## src/rtl/pipe_hazard_ctrl_if.sv

```systemverilog
// Hazard-source inputs and pipeline-register controls exchanged between the
// pipeline datapath (master) and the stall/flush sequencer (slave).
interface pipe_hazard_ctrl_if #(
  parameter int CNT_W = 16
);
  logic [2:0]       id_rs;
  logic [2:0]       id_rt;
  logic             id_use_rs;
  logic             id_use_rt;
  logic [2:0]       ex_rd;
  logic             ex_RegWrite;
  logic             ex_MemToReg;
  logic [2:0]       mem_rd;
  logic             mem_RegWrite;
  logic             br_taken;
  logic             imem_stall;
  logic             dmem_stall;
  logic             wb_halt;

  logic             pc_en;
  logic             ifid_en;
  logic             ifid_flush;
  logic             idex_en;
  logic             idex_stall;
  logic             exmem_en;
  logic             memwb_en;
  logic             halted;
  logic             err;
  logic [CNT_W-1:0] stall_cnt;
  logic [CNT_W-1:0] flush_cnt;

  modport master (
    output id_rs, id_rt, id_use_rs, id_use_rt, ex_rd, ex_RegWrite, ex_MemToReg,
           mem_rd, mem_RegWrite, br_taken, imem_stall, dmem_stall, wb_halt,
    input  pc_en, ifid_en, ifid_flush, idex_en, idex_stall, exmem_en, memwb_en,
           halted, err, stall_cnt, flush_cnt
  );

  modport slave (
    input  id_rs, id_rt, id_use_rs, id_use_rt, ex_rd, ex_RegWrite, ex_MemToReg,
           mem_rd, mem_RegWrite, br_taken, imem_stall, dmem_stall, wb_halt,
    output pc_en, ifid_en, ifid_flush, idex_en, idex_stall, exmem_en, memwb_en,
           halted, err, stall_cnt, flush_cnt
  );
endinterface

```

## src/rtl/pipe_hazard_ctrl.sv

```systemverilog
// Stall/flush sequencer for a 5-stage pipeline: resolves hazard sources into
// per-register enables/bubbles, tracks dmem wait timeout and halt, counts stalls/flushes.
module pipe_hazard_ctrl #(
  parameter int FORWARD = 1,
  parameter int TIMEOUT = 64,
  parameter int CNT_W   = 16
) (
  input  logic                 clk,
  input  logic                 rst,
  pipe_hazard_ctrl_if.slave    hz
);

  typedef enum logic [1:0] {S_RUN, S_FREEZE, S_HALTED} state_t;

  state_t           state_q, state_d;
  logic [7:0]       fcnt_q, fcnt_d;
  logic             err_q, err_d;
  logic [CNT_W-1:0] stall_cnt_q, stall_cnt_d;
  logic [CNT_W-1:0] flush_cnt_q, flush_cnt_d;

  logic raw_ex, raw_mem, lu, dstall;
  logic pc_en, ifid_en, ifid_flush, idex_en, idex_stall, exmem_en, memwb_en;

  assign raw_ex  = hz.ex_RegWrite  & ((hz.id_use_rs & (hz.id_rs == hz.ex_rd)) |
                                      (hz.id_use_rt & (hz.id_rt == hz.ex_rd)));
  assign raw_mem = hz.mem_RegWrite & ((hz.id_use_rs & (hz.id_rs == hz.mem_rd)) |
                                      (hz.id_use_rt & (hz.id_rt == hz.mem_rd)));
  assign lu      = raw_ex & hz.ex_MemToReg;
  assign dstall  = (FORWARD != 0) ? lu : (raw_ex | raw_mem);

  always_comb begin
    state_d     = state_q;
    fcnt_d      = fcnt_q;
    err_d       = err_q;
    stall_cnt_d = stall_cnt_q;
    flush_cnt_d = flush_cnt_q;
    pc_en       = 1'b1;
    ifid_en     = 1'b1;
    ifid_flush  = 1'b0;
    idex_en     = 1'b1;
    idex_stall  = 1'b0;
    exmem_en    = 1'b1;
    memwb_en    = 1'b1;

    if (state_q == S_HALTED) begin
      pc_en    = 1'b0;
      ifid_en  = 1'b0;
      idex_en  = 1'b0;
      exmem_en = 1'b0;
      memwb_en = 1'b0;
    end else if (hz.dmem_stall) begin
      pc_en    = 1'b0;
      ifid_en  = 1'b0;
      idex_en  = 1'b0;
      exmem_en = 1'b0;
      memwb_en = 1'b0;
      // fcnt holds the number of consecutive dmem wait cycles seen so far
      if (state_q == S_RUN) begin
        state_d = S_FREEZE;
        fcnt_d  = 8'd1;
      end else if (fcnt_q == 8'(TIMEOUT - 1)) begin
        state_d = S_HALTED;
        err_d   = 1'b1;
      end else begin
        fcnt_d  = fcnt_q + 8'd1;
      end
    end else begin
      state_d = hz.wb_halt ? S_HALTED : S_RUN;
      fcnt_d  = 8'd0;
      if (hz.br_taken) begin
        ifid_flush = 1'b1;
        idex_stall = 1'b1;
        if (flush_cnt_q != {CNT_W{1'b1}})
          flush_cnt_d = flush_cnt_q + 1'b1;
      end else if (dstall) begin
        pc_en      = 1'b0;
        ifid_en    = 1'b0;
        idex_stall = 1'b1;
      end else if (hz.imem_stall) begin
        pc_en      = 1'b0;
        ifid_flush = 1'b1;
      end
    end

    if ((state_q != S_HALTED) && !pc_en && (stall_cnt_q != {CNT_W{1'b1}}))
      stall_cnt_d = stall_cnt_q + 1'b1;
  end

  always_ff @(posedge clk) begin
    if (rst) begin
      state_q     <= S_RUN;
      fcnt_q      <= 8'd0;
      err_q       <= 1'b0;
      stall_cnt_q <= '0;
      flush_cnt_q <= '0;
    end else begin
      state_q     <= state_d;
      fcnt_q      <= fcnt_d;
      err_q       <= err_d;
      stall_cnt_q <= stall_cnt_d;
      flush_cnt_q <= flush_cnt_d;
    end
  end

  assign hz.pc_en      = pc_en;
  assign hz.ifid_en    = ifid_en;
  assign hz.ifid_flush = ifid_flush;
  assign hz.idex_en    = idex_en;
  assign hz.idex_stall = idex_stall;
  assign hz.exmem_en   = exmem_en;
  assign hz.memwb_en   = memwb_en;
  assign hz.halted     = (state_q == S_HALTED);
  assign hz.err        = err_q;
  assign hz.stall_cnt  = stall_cnt_q;
  assign hz.flush_cnt  = flush_cnt_q;

endmodule

```

## src/flat_wrapper.sv

```systemverilog
// flat-port wrapper written by rule: the top's interface ports become plain ports
module pipe_hazard_ctrl_flat 
#(
  parameter int FORWARD = 1,
  parameter int TIMEOUT = 64,
  parameter int CNT_W   = 16
)
  (clk, rst, hz_id_rs, hz_id_rt, hz_id_use_rs, hz_id_use_rt, hz_ex_rd, hz_ex_RegWrite, hz_ex_MemToReg, hz_mem_rd, hz_mem_RegWrite, hz_br_taken, hz_imem_stall, hz_dmem_stall, hz_wb_halt, hz_pc_en, hz_ifid_en, hz_ifid_flush, hz_idex_en, hz_idex_stall, hz_exmem_en, hz_memwb_en, hz_halted, hz_err, hz_stall_cnt, hz_flush_cnt);
  pipe_hazard_ctrl_if #(.CNT_W(CNT_W)) hz_i ();
  input  logic clk;
  input  logic rst;
  input wire logic [$bits(hz_i.id_rs)-1:0] hz_id_rs;
  input wire logic [$bits(hz_i.id_rt)-1:0] hz_id_rt;
  input wire logic [$bits(hz_i.id_use_rs)-1:0] hz_id_use_rs;
  input wire logic [$bits(hz_i.id_use_rt)-1:0] hz_id_use_rt;
  input wire logic [$bits(hz_i.ex_rd)-1:0] hz_ex_rd;
  input wire logic [$bits(hz_i.ex_RegWrite)-1:0] hz_ex_RegWrite;
  input wire logic [$bits(hz_i.ex_MemToReg)-1:0] hz_ex_MemToReg;
  input wire logic [$bits(hz_i.mem_rd)-1:0] hz_mem_rd;
  input wire logic [$bits(hz_i.mem_RegWrite)-1:0] hz_mem_RegWrite;
  input wire logic [$bits(hz_i.br_taken)-1:0] hz_br_taken;
  input wire logic [$bits(hz_i.imem_stall)-1:0] hz_imem_stall;
  input wire logic [$bits(hz_i.dmem_stall)-1:0] hz_dmem_stall;
  input wire logic [$bits(hz_i.wb_halt)-1:0] hz_wb_halt;
  output wire logic [$bits(hz_i.pc_en)-1:0] hz_pc_en;
  output wire logic [$bits(hz_i.ifid_en)-1:0] hz_ifid_en;
  output wire logic [$bits(hz_i.ifid_flush)-1:0] hz_ifid_flush;
  output wire logic [$bits(hz_i.idex_en)-1:0] hz_idex_en;
  output wire logic [$bits(hz_i.idex_stall)-1:0] hz_idex_stall;
  output wire logic [$bits(hz_i.exmem_en)-1:0] hz_exmem_en;
  output wire logic [$bits(hz_i.memwb_en)-1:0] hz_memwb_en;
  output wire logic [$bits(hz_i.halted)-1:0] hz_halted;
  output wire logic [$bits(hz_i.err)-1:0] hz_err;
  output wire logic [$bits(hz_i.stall_cnt)-1:0] hz_stall_cnt;
  output wire logic [$bits(hz_i.flush_cnt)-1:0] hz_flush_cnt;
  assign hz_i.id_rs = hz_id_rs;
  assign hz_i.id_rt = hz_id_rt;
  assign hz_i.id_use_rs = hz_id_use_rs;
  assign hz_i.id_use_rt = hz_id_use_rt;
  assign hz_i.ex_rd = hz_ex_rd;
  assign hz_i.ex_RegWrite = hz_ex_RegWrite;
  assign hz_i.ex_MemToReg = hz_ex_MemToReg;
  assign hz_i.mem_rd = hz_mem_rd;
  assign hz_i.mem_RegWrite = hz_mem_RegWrite;
  assign hz_i.br_taken = hz_br_taken;
  assign hz_i.imem_stall = hz_imem_stall;
  assign hz_i.dmem_stall = hz_dmem_stall;
  assign hz_i.wb_halt = hz_wb_halt;
  assign hz_pc_en = hz_i.pc_en;
  assign hz_ifid_en = hz_i.ifid_en;
  assign hz_ifid_flush = hz_i.ifid_flush;
  assign hz_idex_en = hz_i.idex_en;
  assign hz_idex_stall = hz_i.idex_stall;
  assign hz_exmem_en = hz_i.exmem_en;
  assign hz_memwb_en = hz_i.memwb_en;
  assign hz_halted = hz_i.halted;
  assign hz_err = hz_i.err;
  assign hz_stall_cnt = hz_i.stall_cnt;
  assign hz_flush_cnt = hz_i.flush_cnt;
  pipe_hazard_ctrl #(.FORWARD(FORWARD), .TIMEOUT(TIMEOUT), .CNT_W(CNT_W)) u_core (.clk(clk), .rst(rst), .hz(hz_i));
endmodule
```

## config.mk

```make
export PLATFORM = sky130hd
export DESIGN_NAME = pipe_hazard_ctrl_flat
export DESIGN_NICKNAME = d
export VERILOG_FILES = /design/src/rtl/pipe_hazard_ctrl_if.sv /design/src/rtl/pipe_hazard_ctrl.sv /design/src/flat_wrapper.sv
export SDC_FILE = /design/constraint.sdc
export NUM_CORES = 1
export LEC_CHECK = 0
export CAP_MARGIN = 15
export CORE_MARGIN = 1
export CORE_UTILIZATION = 45
export CTS_CLUSTER_SIZE = 20
export DETAILED_ROUTE_END_ITERATION = 16
export GPL_TIMING_DRIVEN = 0
export PLACE_DENSITY_LB_ADDON = 0.08
export RECOVER_POWER = 100
export SYNTH_ARGS = -nofsm -noshare
export SYNTH_HDL_FRONTEND = slang
export SYNTH_SLANG_ARGS = --single-unit
```

## constraint.sdc

```tcl
create_clock -name clk -period 5.8 [get_ports clk]
set_clock_uncertainty 0.2 [all_clocks]
set_input_delay 0.58 -clock clk [delete_from_list [all_inputs] [get_ports clk]]
set_output_delay 0.58 -clock clk [all_outputs]
set_load 0.02 [all_outputs]
```

==> flow_metrics.py, run 1 <==
metrics = {
    "setup_path": {
        "path_class": "in -> reg",
        "r2r_slack_ns": 2.56,
        "worstReg2RegStart": "u_core.state_q[0]",
        "crit_path_end_kind": "flip-flop",
        "cp.required_ns": 5.80,
        "reg2reg_to": "u_core.hz.stall_cnt[7]",
        "critPathArrivalTime_ns": 3.80,
        "start_kind": "input pin",
        "rr_worst_depth": 7,
        "crit_fanout": 10,
    },
    "sta": {
        "rsz0062_at_grt": "false",
        "period_share": 0.656,
        "period_needed_ns": 3.81,
        "slew_violations": 0,
        "finalHoldViolations": 0,
        "worst_pin_slew_ns": 1.09,
        "maxSlewHeadroom": 0.255,
        "max_freq_mhz": 263,
        "hold_slack_ns": 0.259,
        "finalSetupTns_ns": 0,
        "report.final.setup_viol": 0,
    },
    "power_and_ir_drop": {
        "p_leak_nw": 1.10,
        "powerDensity_nw_per_um2": 196,
        "ir_drop_mv": 0.125,
        "total_power_w": 0.000564,
    },
    "hold_path": {
        "hold_path_end": "u_core.hz.err",
        "hold_path_startpoint": "u_core.hz.err",
        "worstHoldPathType": "reg -> reg",
        "hold_path_depth": 2,
    },
    "floorplanning": {
        "dieArea_um2": 5120,
        "die-height_um": 71.5,
        "die_width_um": 71.5,
        "boundaryPins": 64,
        "core_area_um2": 4500,
        "start_util": 0.483,
        "fp-row-count": 24,
    },
    "logic_synthesis": {
        "syn_inst": 255,
        "synth.avg_cell_area_um2": 8.53,
        "yosysWarnings": 0,
        "seq_area_frac_synth": 0.396,
        "synthTopCellsByArea": "dfxtp_1 40%, xor2_1 8.1%, nor2_1 6.2%",
        "syn_nets": 281,
        "yosys.area.top_type": "dfxtp_1",
        "synth.most_common_cell": "dfxtp_1",
        "async_flop_share": 0,
        "ys_ff_latch": 43,
        "syn-cell-area_um2": 2180,
        "yosys-top-cells-count": "43 x dfxtp_1, 36 x nor2_1, 20 x xor2_1",
        "ys.flop_type": "dfxtp_1",
        "synth.lib_cells_used.distinct": 45,
        "synth-edff-count": 0,
        "netlist.area_leader.share": 0.396,
    },
    "global_routing": {
        "overflow": 0,
        "antenna_found_initial": 0,
        "grt_start_max_net_pins": 13,
        "grt_pass1_vias": 1794,
        "grt_usage": 0.189,
        "grt_pass1_wl_mm": 7.63,
    },
    "cts": {
        "post_cts_buffers": 0,
        "cts_root_buf": "clkbuf_8",
        "clockBufferDepth": 2,
        "clk_pin_slew_ns": 0.08,
        "htree_levels": 2,
        "numCtsBuffers": 5,
        "cts_tree": "yes",
        "clock-sinks": 43,
        "ctsResizeCount": 0,
        "holdBufCountCts": 0,
        "insertion_delay_ns": 0.31,
    },
    "route": {
        "drt_wl_total_mm": 4.65,
        "drc_errors": 0,
        "dr.pass1.iters": 4,
        "drtAntennaViolNets": 0,
        "first_iter_violations": 65,
        "routedWlPerCell_um": 12.4,
        "vias_per_cell": 5.38,
        "vias": 2011,
    },
    "placed_design": {
        "place.gp.congestion": 0.744,
        "port_buffers": 59,
        "dp.final_hpwl_mm": 3.46,
    },
    "cells_and_area": {
        "area_growth_pct": 31.9,
        "drive_above_1_share": 0.0373,
        "fill_cells": 419,
        "antenna_cells": 0,
        "nNetsFinal": 347,
    },
    "run": {
        "max_cap_violations": 0,
    },
    "run_status": {
        "status": "finished, final reports clean",
    },
}
-- cell type report --
cell class | count | area (um2) | share of cell area
inverter | 8 | 30.0 | 0.0105
clock buffer | 7 | 76.3 | 0.0266
clock inverter | 1 | 5.00 | 0.00174
timing repair buffer | 59 | 591 | 0.206
tap | 52 | 65.1 | 0.0227
sequential | 43 | 861 | 0.300
buffer | 8 | 37.5 | 0.0131
multi-input combinational | 196 | 1200 | 0.420
-- worst max-delay path: stages --
cell,delay (ns)
dlygate4sd3_1,0.58
xnor2_1,0.18
nand4_1,0.14
a2111oi_0,0.94
o21ai_0,0.43
clkbuf_1,0.35
nor3_1,0.25
mux2_2,0.35
-- worst max-delay path by stage --
stage                                  from                      to  slack (ns)
final                           hz_ex_rd[2]  u_core.hz.stall_cnt[7]        1.99
after global routing            hz_ex_rd[2]  u_core.hz.stall_cnt[7]        1.69
after CTS                       hz_ex_rd[2]                hz_pc_en        2.48
after detailed placement        hz_ex_rd[2]                hz_pc_en        2.48
after global placement          hz_ex_rd[0]                hz_pc_en        2.48
after floorplan           u_core.state_q[1]                hz_pc_en        3.17
-- where the power goes --
group	total (W)	leakage, nW	switching (W)	internal, W
logic	0.0000708	0.707	0.0000366	0.0000342
clock network	0.000187	0.0422	0.000102	0.0000846
registers	0.000306	0.348	0.00000598	0.000300
-- flip-flops by register name (all words and copies together), names as in the netlist --
signal	flops
u_core.hz.flush_cnt	16
u_core.hz.err	1
u_core.fcnt_q	8
u_core.hz.stall_cnt	16
u_core.state_q	2
-- metal layers --
layer | up-vias | part of all wire | wire, um | global-route usage
met3 | 10 | 0.032 | 149 | 0.0380
met1 | 933 | 0.47 | 2180 | 0.228
li1 | 1032 | - | - | -
met4 | 0 | 0.023 | 105 | 0.0980
met5 | - | 0 | 0 | 0
met2 | 36 | 0.48 | 2220 | 0.321
-- logic make-up after synthesis --
group	synth area share
DFF	0.396
and+or+nand+nor	0.279
muxes	0.0190
adders and majority gates	0.0173
buffers and inverters	0.0316
xor gates and xnor gates	0.121
AOI/OAI and AO/OA	0.137
-- layout by cell type, fill, tap and decap left out, types with 3 or more instances in the layout --
cell and count:
a2111oi_0 3, xor2_1 20, ha_1 3, dlygate4sd3_1 45, or3_1 3, clkdlybuf4s50_1 14
nand4_1 7, nand3_1 16, and4_1 5, o21a_1 3, nand2_1 19, clkbuf_8 5
xnor2_1 10, or4_1 6, inv_1 8, dfxtp_1 43, o21ai_0 7, a21oi_1 11
and3_1 6, mux2i_1 3, clkbuf_1 8, nor2_1 36, nor3_1 7, nor2b_1 6
o31ai_1 5
-- per-stage QoR --
step | instances | cell area, um2 | util | setup WS (ns)
6_report | 374 | 2870 | 0.637 | 1.99
5_1_grt | 374 | 2870 | 0.637 | 1.69
3_3_place_gp | 366 | 2830 | 0.629 | 2.48
2_1_floorplan | 255 | 2180 | - | 3.17
4_1_cts | 374 | 2910 | 0.647 | 2.48
3_5_place_dp | 366 | 2830 | 0.629 | 2.48
No activity file was read; power rests on OpenSTA's default activity.
==> run 2, diff against run 1 <==
--- a/config.mk
+++ b/config.mk
@@ -7,7 +7,7 @@
 export LEC_CHECK = 0
 export CAP_MARGIN = 15
 export CORE_MARGIN = 1
-export CORE_UTILIZATION = 45
+export CORE_UTILIZATION = 42
 export CTS_CLUSTER_SIZE = 20
 export DETAILED_ROUTE_END_ITERATION = 16
 export GPL_TIMING_DRIVEN = 0
==> constraint.sdc (replaced) <==
create_clock -name clk -period 3.3 [get_ports clk]
set_clock_uncertainty 0.2 [all_clocks]
set_input_delay 0.33 -clock clk [delete_from_list [all_inputs] [get_ports clk]]
set_output_delay 0.33 -clock clk [all_outputs]
set_load 0.02 [all_outputs]
==> flow_metrics.py, run 2 (same netlist as run 1, synthesis figures left out) <==
metrics = {
    "floorplanning": {
        "dieArea_um2": 5470,
        "die-height_um": 74.0,
        "core_area_um2": 4850,
        "boundaryPins": 64,
        "die_width_um": 74.0,
        "start_util": 0.449,
        "fp-row-count": 25,
    },
    "setup_path": {
        "path_class": "in -> out",
        "path_cells": "dlygate4sd3_1 > xnor2_1 > nand4_1 > a21o_2 > o21a_1 > nor2b_1 > clkdlybuf4s50_1",
        "start_kind": "input pin",
        "crit_fanout": 3,
        "cp.required_ns": 2.77,
        "slowest_delay_ns": 0.58,
        "slowest_stage": "dlygate4sd3_1",
        "rr_worst_depth": 7,
        "critPathArrivalTime_ns": 2.42,
        "crit_path_end_kind": "output port",
    },
    "cells_and_area": {
        "nNetsFinal": 347,
        "layout_commonest_cell": "dfxtp_1",
        "area_growth_pct": 34.7,
        "multiInputGateArea_um2": 1220,
        "final_cell_mix": "43 x dfxtp_1, 41 x dlygate4sd3_1, 36 x nor2_1",
        "fill_cells": 457,
        "stdcell_count": 389,
        "stdcell_area_um2": 2930,
        "regArea_um2": 861,
        "drive_above_1_share": 0.0497,
        "antenna_cells": 0,
    },
    "placed_design": {
        "dp.final_hpwl_mm": 3.56,
        "port_buffers": 59,
        "place.gp.congestion": 0.761,
        "dp.cells": 381,
        "place_area_um2": 2850,
        "pre_cts_slack_ns": 0.350,
    },
    "cts": {
        "numCtsBuffers": 5,
        "post_cts_buffers": 0,
        "cts_tree": "yes",
        "cts_root_buf": "clkbuf_8",
        "htree_levels": 2,
        "clockBufferDepth": 2,
        "holdBufCountCts": 0,
        "clk_pin_slew_ns": 0.08,
        "clock-sinks": 43,
        "ctsResizeCount": 0,
        "insertion_delay_ns": 0.30,
    },
    "run_status": {
        "status": "finished, final reports clean",
    },
    "sta": {
        "maxSlewHeadroom": 0.139,
        "report.final.setup_viol": 0,
        "worst_pin_slew_ns": 1.26,
        "finalSetupTns_ns": 0,
        "slew_violations": 0,
        "period_needed_ns": 2.95,
        "max_freq_mhz": 339,
        "period_share": 0.894,
        "rsz0062_at_grt": "false",
        "finalHoldViolations": 0,
        "fin_ws_ns": 0.350,
    },
    "hold_path": {
        "hold_path_depth": 2,
        "worstHoldPathType": "reg -> reg",
    },
    "route": {
        "vias_per_cell": 5.07,
        "first_iter_violations": 125,
        "drt_wl_total_mm": 4.75,
        "drc_errors": 0,
        "vias": 1974,
        "routedWlPerCell_um": 12.2,
        "dr.pass1.iters": 4,
        "drtAntennaViolNets": 0,
    },
    "global_routing": {
        "overflow": 0,
        "antenna_found_initial": 0,
        "grt_usage": 0.190,
        "grt_pass1_vias": 1739,
        "grt_start_max_net_pins": 14,
        "grt_pass1_wl_mm": 7.99,
    },
    "power_and_ir_drop": {
        "p_leak_nw": 1.11,
        "ir_drop_mv": 0.229,
        "powerDensity_nw_per_um2": 356,
    },
    "run": {
        "max_cap_violations": 0,
    },
}
-- run 2: cell types whose count changed in the layout (fill, tap and decap cells not counted), sizes merged --
| cell | change |
|---|---|
| clkinvlp | +1 |
| clkinv | -1 |
| buf | +1 |
| clkbuf | -1 |
| clkdlybuf4s50 | +4 |
| dlygate4sd3 | -4 |
-- run 2: worst paths after layout --
kind	startpoint	endpoint	slack (ns)
max	hz_ex_rd[2]	hz_pc_en	0.35
min	u_core.hz.err	u_core.hz.err	0.25
max reg2reg	u_core.state_q[1]	u_core.hz.flush_cnt[11]	0.45
min reg2reg	u_core.hz.err	u_core.hz.err	0.25
-- run 2: layout make-up --
| class | instances | share of cell area |
|---|---|---|
| Sequential cell | 43 | 0.294 |
| Clock buffer | 7 | 0.0329 |
| Inverter | 8 | 0.0102 |
| Clock inverter | 1 | 0.00256 |
| Multi-Input combinational cell | 196 | 0.417 |
| Timing Repair Buffer | 59 | 0.202 |
| Buffer | 8 | 0.0132 |
| Tap cell | 67 | 0.0286 |
-- run 2: worst max-delay path, delay by kind of cell --
family | cells | cell delay [ns]
compound gates | 2 | 0.45
xor+xnor | 1 | 0.19
buf+inv | 2 | 1.13
simple gates | 2 | 0.32
-- run 2: per-layer routing --
| layer | up-vias | wire [um] | track usage | part of all wire |
|---|---|---|---|---|
| met1 | 897 | 2260 | 0.238 | 0.48 |
| met2 | 38 | 2260 | 0.311 | 0.47 |
| met5 | - | 0 | 0 | 0 |
| li1 | 1034 | - | - | - |
| met4 | 0 | 54 | 0.0577 | 0.011 |
| met3 | 5 | 178 | 0.0596 | 0.037 |
-- run 2: where the power goes --
group	switching, W	internal (W)
combinational	0.0000666	0.0000621
clock	0.000186	0.000190
sequential	0.0000104	0.000527
total	0.000263	0.000779
-- run 2: through the flow --
| step | power (W) | hold WS, ns | utilization |
|---|---|---|---|
| 4_1_cts | 0.00106 | 0.265 | 0.609 |
| 2_1_floorplan | 0.000621 | 0.272 | - |
| 5_1_grt | 0.00109 | 0.272 | 0.604 |
| 3_3_place_gp | 0.000685 | 0.237 | 0.588 |
| 3_5_place_dp | 0.000686 | 0.252 | 0.588 |
| 6_report | 0.00104 | 0.253 | 0.604 |
==> run 3, diff against run 2 <==
--- a/config.mk
+++ b/config.mk
@@ -8,7 +8,7 @@
 export CAP_MARGIN = 15
 export CORE_MARGIN = 1
 export CORE_UTILIZATION = 42
-export CTS_CLUSTER_SIZE = 20
+export CTS_CLUSTER_SIZE = 28
 export DETAILED_ROUTE_END_ITERATION = 16
 export GPL_TIMING_DRIVEN = 0
 export PLACE_DENSITY_LB_ADDON = 0.08
==> results of run 3 <==
Same layout as run 2: the final DEF is identical, and so are final timing and power.
